===== src/rtl/mod_serial_accumulator_pkg.sv =====
// Shared types and constants for the bit-serial modular accumulator.
package mod_acc_pkg;

  typedef enum logic [1:0] {IDLE, SHIFT, CORRECT, HOLD} state_t;

  localparam logic OP_ADD = 1'b0;
  localparam logic OP_SUB = 1'b1;

  localparam int DEF_WIDTH   = 4;
  localparam int DEF_MODULUS = 13;

  // Bit counter must hold values up to WIDTH.
  function automatic int cnt_w(input int w);
    return $clog2(w + 1);
  endfunction

endpackage


===== src/rtl/mod_serial_accumulator_if.sv =====
// Request/result handshake bundle for mod_serial_accumulator.
interface mod_serial_accumulator_if #(
  parameter int WIDTH = mod_acc_pkg::DEF_WIDTH
);
  logic             clear;
  logic             in_valid;
  logic             in_ready;
  logic             in_op;
  logic [WIDTH-1:0] in_data;
  logic             out_valid;
  logic             out_ready;
  logic [WIDTH-1:0] acc_out;
  logic             range_err;

  modport master (
    output clear, in_valid, in_op, in_data, out_ready,
    input  in_ready, out_valid, acc_out, range_err
  );

  modport slave (
    input  clear, in_valid, in_op, in_data, out_ready,
    output in_ready, out_valid, acc_out, range_err
  );
endinterface


===== src/rtl/mod_serial_accumulator_bit.sv =====
// One-bit serial full adder / subtractor with a registered carry (add) or borrow (sub).
module serial_addsub_bit (
  input  logic clk,
  input  logic rst_n,
  input  logic a,
  input  logic b,
  input  logic sub,
  input  logic init,
  input  logic en,
  output logic sum,
  output logic carry_out
);
  logic c_nxt;

  assign sum   = a ^ b ^ carry_out;
  assign c_nxt = sub ? ((~a & b) | (~(a ^ b) & carry_out))
                     : ((a & b)  | ((a ^ b) & carry_out));

  always_ff @(posedge clk or negedge rst_n) begin
    if (!rst_n)    carry_out <= 1'b0;
    else if (init) carry_out <= 1'b0;
    else if (en)   carry_out <= c_nxt;
  end
endmodule


===== src/rtl/mod_serial_accumulator.sv =====
// Bit-serial modular accumulator: ACC = (ACC +/- x) mod MODULUS, LSB-first, one correction cycle.
// Optional MOD_ACC_WRAP_COUNT_EN adds a saturating count of corrected commits.
module mod_serial_accumulator
  import mod_acc_pkg::*;
#(
  parameter int WIDTH   = DEF_WIDTH,
  parameter int MODULUS = DEF_MODULUS
) (
  input  logic clk,
  input  logic rst_n,
`ifdef MOD_ACC_WRAP_COUNT_EN
  output logic [7:0] wrap_count,
`endif
  mod_serial_accumulator_if.slave bus
);
  localparam int CNT_W = cnt_w(WIDTH);
  localparam logic [WIDTH:0]   MOD_W  = (WIDTH+1)'(MODULUS);
  localparam logic [WIDTH-1:0] MOD_LO = MOD_W[WIDTH-1:0];
  localparam logic [CNT_W-1:0] LAST   = CNT_W'(WIDTH - 1);

  state_t           state;
  logic [WIDTH-1:0] acc_q, work_sr, x_sr, result;
  logic [CNT_W-1:0] bit_cnt;
  logic             op_q, out_valid_q, in_ready_q, range_err_q;
  logic             accept, sum_bit, carry_out, corr_fire;
  logic [WIDTH:0]   raw;

  assign accept = (state == IDLE) && bus.in_valid && !bus.clear;

  serial_addsub_bit u_bit (
    .clk       (clk),
    .rst_n     (rst_n),
    .a         (work_sr[0]),
    .b         (x_sr[0]),
    .sub       (op_q),
    .init      (accept | bus.clear),
    .en        (state == SHIFT),
    .sum       (sum_bit),
    .carry_out (carry_out)
  );

  // After the last shift work_sr holds the raw sum/difference, carry_out the carry/borrow.
  assign raw       = {carry_out, work_sr};
  assign corr_fire = (op_q == OP_ADD) ? (raw >= MOD_W) : carry_out;

  always_comb begin
    result = work_sr;
    if (corr_fire)
      result = (op_q == OP_ADD) ? WIDTH'(raw - MOD_W) : (work_sr + MOD_LO);
  end

  always_ff @(posedge clk or negedge rst_n) begin
    if (!rst_n) begin
      state       <= IDLE;
      acc_q       <= '0;
      work_sr     <= '0;
      x_sr        <= '0;
      op_q        <= OP_ADD;
      bit_cnt     <= '0;
      out_valid_q <= 1'b0;
      in_ready_q  <= 1'b1;
      range_err_q <= 1'b0;
    end else if (bus.clear) begin
      state       <= IDLE;
      acc_q       <= '0;
      bit_cnt     <= '0;
      out_valid_q <= 1'b0;
      in_ready_q  <= 1'b1;
      range_err_q <= 1'b0;
    end else begin
      case (state)
        IDLE: if (bus.in_valid) begin
          op_q        <= bus.in_op;
          x_sr        <= bus.in_data;
          work_sr     <= acc_q;
          range_err_q <= ({1'b0, bus.in_data} >= MOD_W);
          bit_cnt     <= '0;
          in_ready_q  <= 1'b0;
          state       <= SHIFT;
        end
        SHIFT: begin
          work_sr <= {sum_bit, work_sr[WIDTH-1:1]};
          x_sr    <= {x_sr[0], x_sr[WIDTH-1:1]};
          if (bit_cnt == LAST) begin
            bit_cnt <= '0;
            state   <= CORRECT;
          end else begin
            bit_cnt <= bit_cnt + 1'b1;
          end
        end
        CORRECT: begin
          if (!range_err_q) acc_q <= result;
          out_valid_q <= 1'b1;
          state       <= HOLD;
        end
        HOLD: if (bus.out_ready) begin
          out_valid_q <= 1'b0;
          in_ready_q  <= 1'b1;
          state       <= IDLE;
        end
        default: state <= IDLE;
      endcase
    end
  end

`ifdef MOD_ACC_WRAP_COUNT_EN
  always_ff @(posedge clk or negedge rst_n) begin
    if (!rst_n)         wrap_count <= '0;
    else if (bus.clear) wrap_count <= '0;
    else if (state == CORRECT && !range_err_q && corr_fire && wrap_count != 8'hFF)
      wrap_count <= wrap_count + 8'd1;
  end
`endif

  assign bus.acc_out   = acc_q;
  assign bus.out_valid = out_valid_q;
  assign bus.in_ready  = in_ready_q;
  assign bus.range_err = range_err_q;
endmodule


===== src/flat_wrapper.sv =====
// flat-port wrapper written by rule: the top's interface ports become plain ports
module mod_serial_accumulator_flat import mod_acc_pkg::*;
#(
  parameter int WIDTH   = DEF_WIDTH,
  parameter int MODULUS = DEF_MODULUS
)
  (clk, rst_n, bus_clear, bus_in_valid, bus_in_op, bus_in_data, bus_out_ready, bus_in_ready, bus_out_valid, bus_acc_out, bus_range_err);
  mod_serial_accumulator_if #(.WIDTH(WIDTH)) bus_i ();
  input  logic clk;
  input  logic rst_n;
  input wire logic [$bits(bus_i.clear)-1:0] bus_clear;
  input wire logic [$bits(bus_i.in_valid)-1:0] bus_in_valid;
  input wire logic [$bits(bus_i.in_op)-1:0] bus_in_op;
  input wire logic [$bits(bus_i.in_data)-1:0] bus_in_data;
  input wire logic [$bits(bus_i.out_ready)-1:0] bus_out_ready;
  output wire logic [$bits(bus_i.in_ready)-1:0] bus_in_ready;
  output wire logic [$bits(bus_i.out_valid)-1:0] bus_out_valid;
  output wire logic [$bits(bus_i.acc_out)-1:0] bus_acc_out;
  output wire logic [$bits(bus_i.range_err)-1:0] bus_range_err;
  assign bus_i.clear = bus_clear;
  assign bus_i.in_valid = bus_in_valid;
  assign bus_i.in_op = bus_in_op;
  assign bus_i.in_data = bus_in_data;
  assign bus_i.out_ready = bus_out_ready;
  assign bus_in_ready = bus_i.in_ready;
  assign bus_out_valid = bus_i.out_valid;
  assign bus_acc_out = bus_i.acc_out;
  assign bus_range_err = bus_i.range_err;
  mod_serial_accumulator #(.WIDTH(WIDTH), .MODULUS(MODULUS)) u_core (.clk(clk), .rst_n(rst_n), .bus(bus_i));
endmodule

===== config.mk =====
export PLATFORM = sky130hd
export DESIGN_NAME = mod_serial_accumulator_flat
export DESIGN_NICKNAME = d
export VERILOG_FILES = /design/src/rtl/mod_serial_accumulator_pkg.sv /design/src/rtl/mod_serial_accumulator_if.sv /design/src/rtl/mod_serial_accumulator_bit.sv /design/src/rtl/mod_serial_accumulator.sv /design/src/flat_wrapper.sv
export SDC_FILE = /design/constraint.sdc
export NUM_CORES = 1
export LEC_CHECK = 0
export BUFFER_PORTS_ARGS = -buffer_cell sky130_fd_sc_hd__buf_2
export CORE_MARGIN = 4
export CORE_UTILIZATION = 50
export CTS_CLUSTER_SIZE = 12
export DETAILED_ROUTE_END_ITERATION = 10
export MAX_ROUTING_LAYER = met4
export PLACE_DENSITY = 0.71
export SETUP_SLACK_MARGIN = 0.2
export SYNTH_ARGS = -nofsm -noshare
export SYNTH_HDL_FRONTEND = slang
export SYNTH_SLANG_ARGS = --single-unit

===== constraint.sdc =====
create_clock -name clk -period 4.7 [get_ports clk]
set_input_delay 0.47 -clock clk [delete_from_list [all_inputs] [get_ports clk]]
set_output_delay 0.47 -clock clk [all_outputs]
set_load 0.05 [all_outputs]

==> impl_metrics.json <==
{
  "antenna_found_initial": 0,
  "power_frac_clock_pct": 15.0,
  "synthTopCellsByArea": "dfrtp_1 41%, mux2i_1 8.5%, ha_1 7.7%",
  "dr_wl_met3_um": 58,
  "p_int_mw": 0.548,
  "cts_made_buffers": 3,
  "final_common_cell": "dfrtp_1",
  "cts.sinks": 22,
  "grt_pass1_vias": 1058,
  "crit_type": "reg -> reg",
  "postRouteAntennaNets": 0,
  "peakVddDrop_v": 0.000397,
  "drive_gt1_share_pct": 16.8,
  "seqCellArea_um2": 552,
  "fin_crit_ps": 2440,
  "rsz0062_at_grt": "false",
  "arrival_ps": 2650,
  "diodes": 0,
  "viasPerCell": 5.61,
  "cts.reportedPaths.clkPinSlew_ps": 130,
  "drt-met1-wl_mm": 1.17,
  "synth-seq-cells": 22,
  "leakagePower_nw": 0.677,
  "grt_max_degree": 23,
  "detail_route.iter0.violations": 30,
  "swShare_pct": 43.8,
  "io_pins": 17,
  "vias": 1004,
  "insertion_delay_ps": 310,
  "most-common-layout-cells": "21 x dfrtp_1, 19 x nor2_1, 17 x a21oi_1",
  "firstDrtPassIters": 4,
  "grt_pass1_wl_mm": 4.51,
  "r2r_start": "u_core.state[1]$_DFFE_PN0P_",
  "ctsRootBufferMaster": "clkbuf_4",
  "cpMaxStageDelayCell": "nor2_1",
  "synth_cell_type_count": 31,
  "power_frac_seq_pct": 34.1,
  "end_kind": "flop",
  "hold_viol_final": 0,
  "grt.total_usage_pct": 17.7,
  "pwr_density_cell_mw_per_mm2": 672,
  "crit_chain": "inv_1 > ha_1 > mux2i_1 > nor2_1 > mux2_2",
  "cts_resized": 0,
  "crit_fanout": 15,
  "htree_num_levels": 1,
  "drc": 0,
  "netlist_instances": 132,
  "fp.dieW_um": 58.8,
  "ys_seq_area_share_pct": 42.7,
  "wl_per_cell_um": 14.8,
  "row_count": 18,
  "synth_area_mm2": 0.00129,
  "cts_buffer_depth": 2,
  "yosysWarnings": 0,
  "critPathLaunch": "u_core.state[1]$_DFFE_PN0P_",
  "finalSetupViolations": 0,
  "synth_area_leader_cell": "dfrtp_1",
  "coreArea_mm2": 0.00248,
  "cp.required_ps": 4910,
  "fin_cells": 179,
  "synth_edf_count": 0,
  "dp_cells": 175,
  "holdBufCountCts": 0,
  "dp_hpwl_mm": 2.01,
  "hp-class": "in -> async",
  "highest_layer": "met4",
  "slew_headroom_pct": 44.9,
  "max_freq_mhz": 410,
  "grt_overflow": 0,
  "cts_setup_buffers": 0,
  "initial_core_util_pct": 52.2,
  "path_buf_inv": 1,
  "combPwrFrac_pct": 51.0,
  "syn_nets": 153,
  "syn_to_final_growth_pct": 12.2,
  "cap_viol_max_count": 0,
  "n_fill_cell": 229,
  "post-route-period-util_pct": 51.8,
  "cts_tree": "done",
  "cp_top_family": "simple AND/OR/NAND/NOR gates",
  "multi_input_area_um2": 684,
  "portBuffers": 16,
  "fin_nets": 171,
  "cp-start-kind": "flop",
  "synth_ff_type": "dfrtp_1",
  "tns_ps": 0,
  "p_switching_mw": 0.427,
  "wirelength_mm": 2.65,
  "crit_path_max_incr_delay_ps": 670,
  "drv_slew": 0,
  "fin_skew_ps": 11.4,
  "syn_avg_cell_area_um2": 9.79,
  "dieArea_mm2": 0.00346,
  "routed-wl-met2_mm": 1.38,
  "place_congestion": 0.854,
  "status": "finished, final reports clean",
  "yosysTopAreaCellShare_pct": 40.7,
  "die_h_um": 58.8,
  "tightest_slew_ps": 823,
  "async_flop_share_pct": 100
}
[through the flow]
stage / total power, mW / utilization (%) / worst slack, ps / instance area [um^2] / hold slack [ps]
2_1_floorplan: 0.713 / - / 2910 / 1290 / 174
4_1_cts: 0.977 / 58.5 / 2260 / 1450 / 115
6_report: 0.974 / 58.5 / 2260 / 1450 / 106
3_5_place_dp: 0.828 / 56.4 / 2290 / 1400 / 468
5_1_grt: 1.05 / 58.5 / 2080 / 1450 / 124
3_3_place_gp: 0.799 / 56.4 / 2390 / 1400 / 460
[synthesized netlist by cell type, types with 2 or more instances]
library cell and n:
o41ai_1 2, o21ai_0 5, a211oi_1 2, clkbuf_1 2
a21oi_1 17, nor2_1 19, inv_1 7, nand2b_1 5
nor2b_1 3, ha_1 8, nand2_1 8, fa_1 3
nand3_1 2, o211ai_1 2, dfrtp_1 21, mux2i_1 11
[final timing paths]
check	endpoint	slack, ps	depth (start not counted)
max in group asynchronous	u_core.bus.in_ready$_DFFE_PN1P_	4240	1
min reg2reg	u_core.bit_cnt[0]$_DFFE_PN0P_	520	1
max reg2reg	u_core.work_sr[3]$_DFFE_PN0P_	2260	5
max	u_core.work_sr[3]$_DFFE_PN0P_	2260	5
min	u_core.work_sr[2]$_DFFE_PN0P_	110	1
min in group clk	u_core.op_q$_DFFE_PN0P_	360	3
[worst register-to-register path, cell delays in order, from the launching register on]
cell	delay, ps
dfrtp_1	430
inv_1	110
ha_1	530
mux2i_1	190
nor2_1	670
mux2_2	420
[layout make-up]
type,count,area share [%]
multi-input combinational,99,47.2
sequential,22,38.1
timing repair buffer,16,5.52
inverter,8,3.02
tap,30,2.59
clock inverter,1,2.07
clock buffer,3,1.55
[flip-flops by register name (all words and copies together), names as in the netlist]
register,count
u_core.state,2
u_core.u_bit.carry_out,1
u_core.op_q,1
u_core.bit_cnt,3
u_core.work_sr,4
u_core.bus.acc_out,4
u_core.bus.range_err,1
u_core.bus.out_valid,1
u_core.x_sr,4
u_core.bus.in_ready,1
[power by group through the flow]
stage / clock network [mW] / logic, mW / registers, mW
6_report: 0.146 / 0.497 / 0.332
5_1_grt: 0.157 / 0.549 / 0.343
4_1_cts: 0.149 / 0.495 / 0.332
3_5_place_dp: 0 / 0.491 / 0.337
3_3_place_gp: 0 / 0.468 / 0.331
2_1_floorplan: 0 / 0.346 / 0.367
[metal layers]
layer,GRT usage [%],up-vias
li1,-,492
met5,-,-
met3,1.97,4
met4,9.06,0
met1,19.5,499
met2,31.1,9
[kinds of logic after synthesis]
| logic type | after synthesis | share of synthesized area [%] |
|---|---|---|
| AND/OR/NAND/NOR | 41 | 14.5 |
| AO/OA/AOI/OAI | 34 | 16.0 |
| flip-flops | 22 | 42.7 |
| multiplexers | 12 | 9.39 |
| buffers and inverters | 11 | 4.36 |
| adder cells (fa/ha/maj) | 11 | 12.4 |
| XOR/XNOR | 1 | 0.678 |
(Power assumes the default switching activity.)
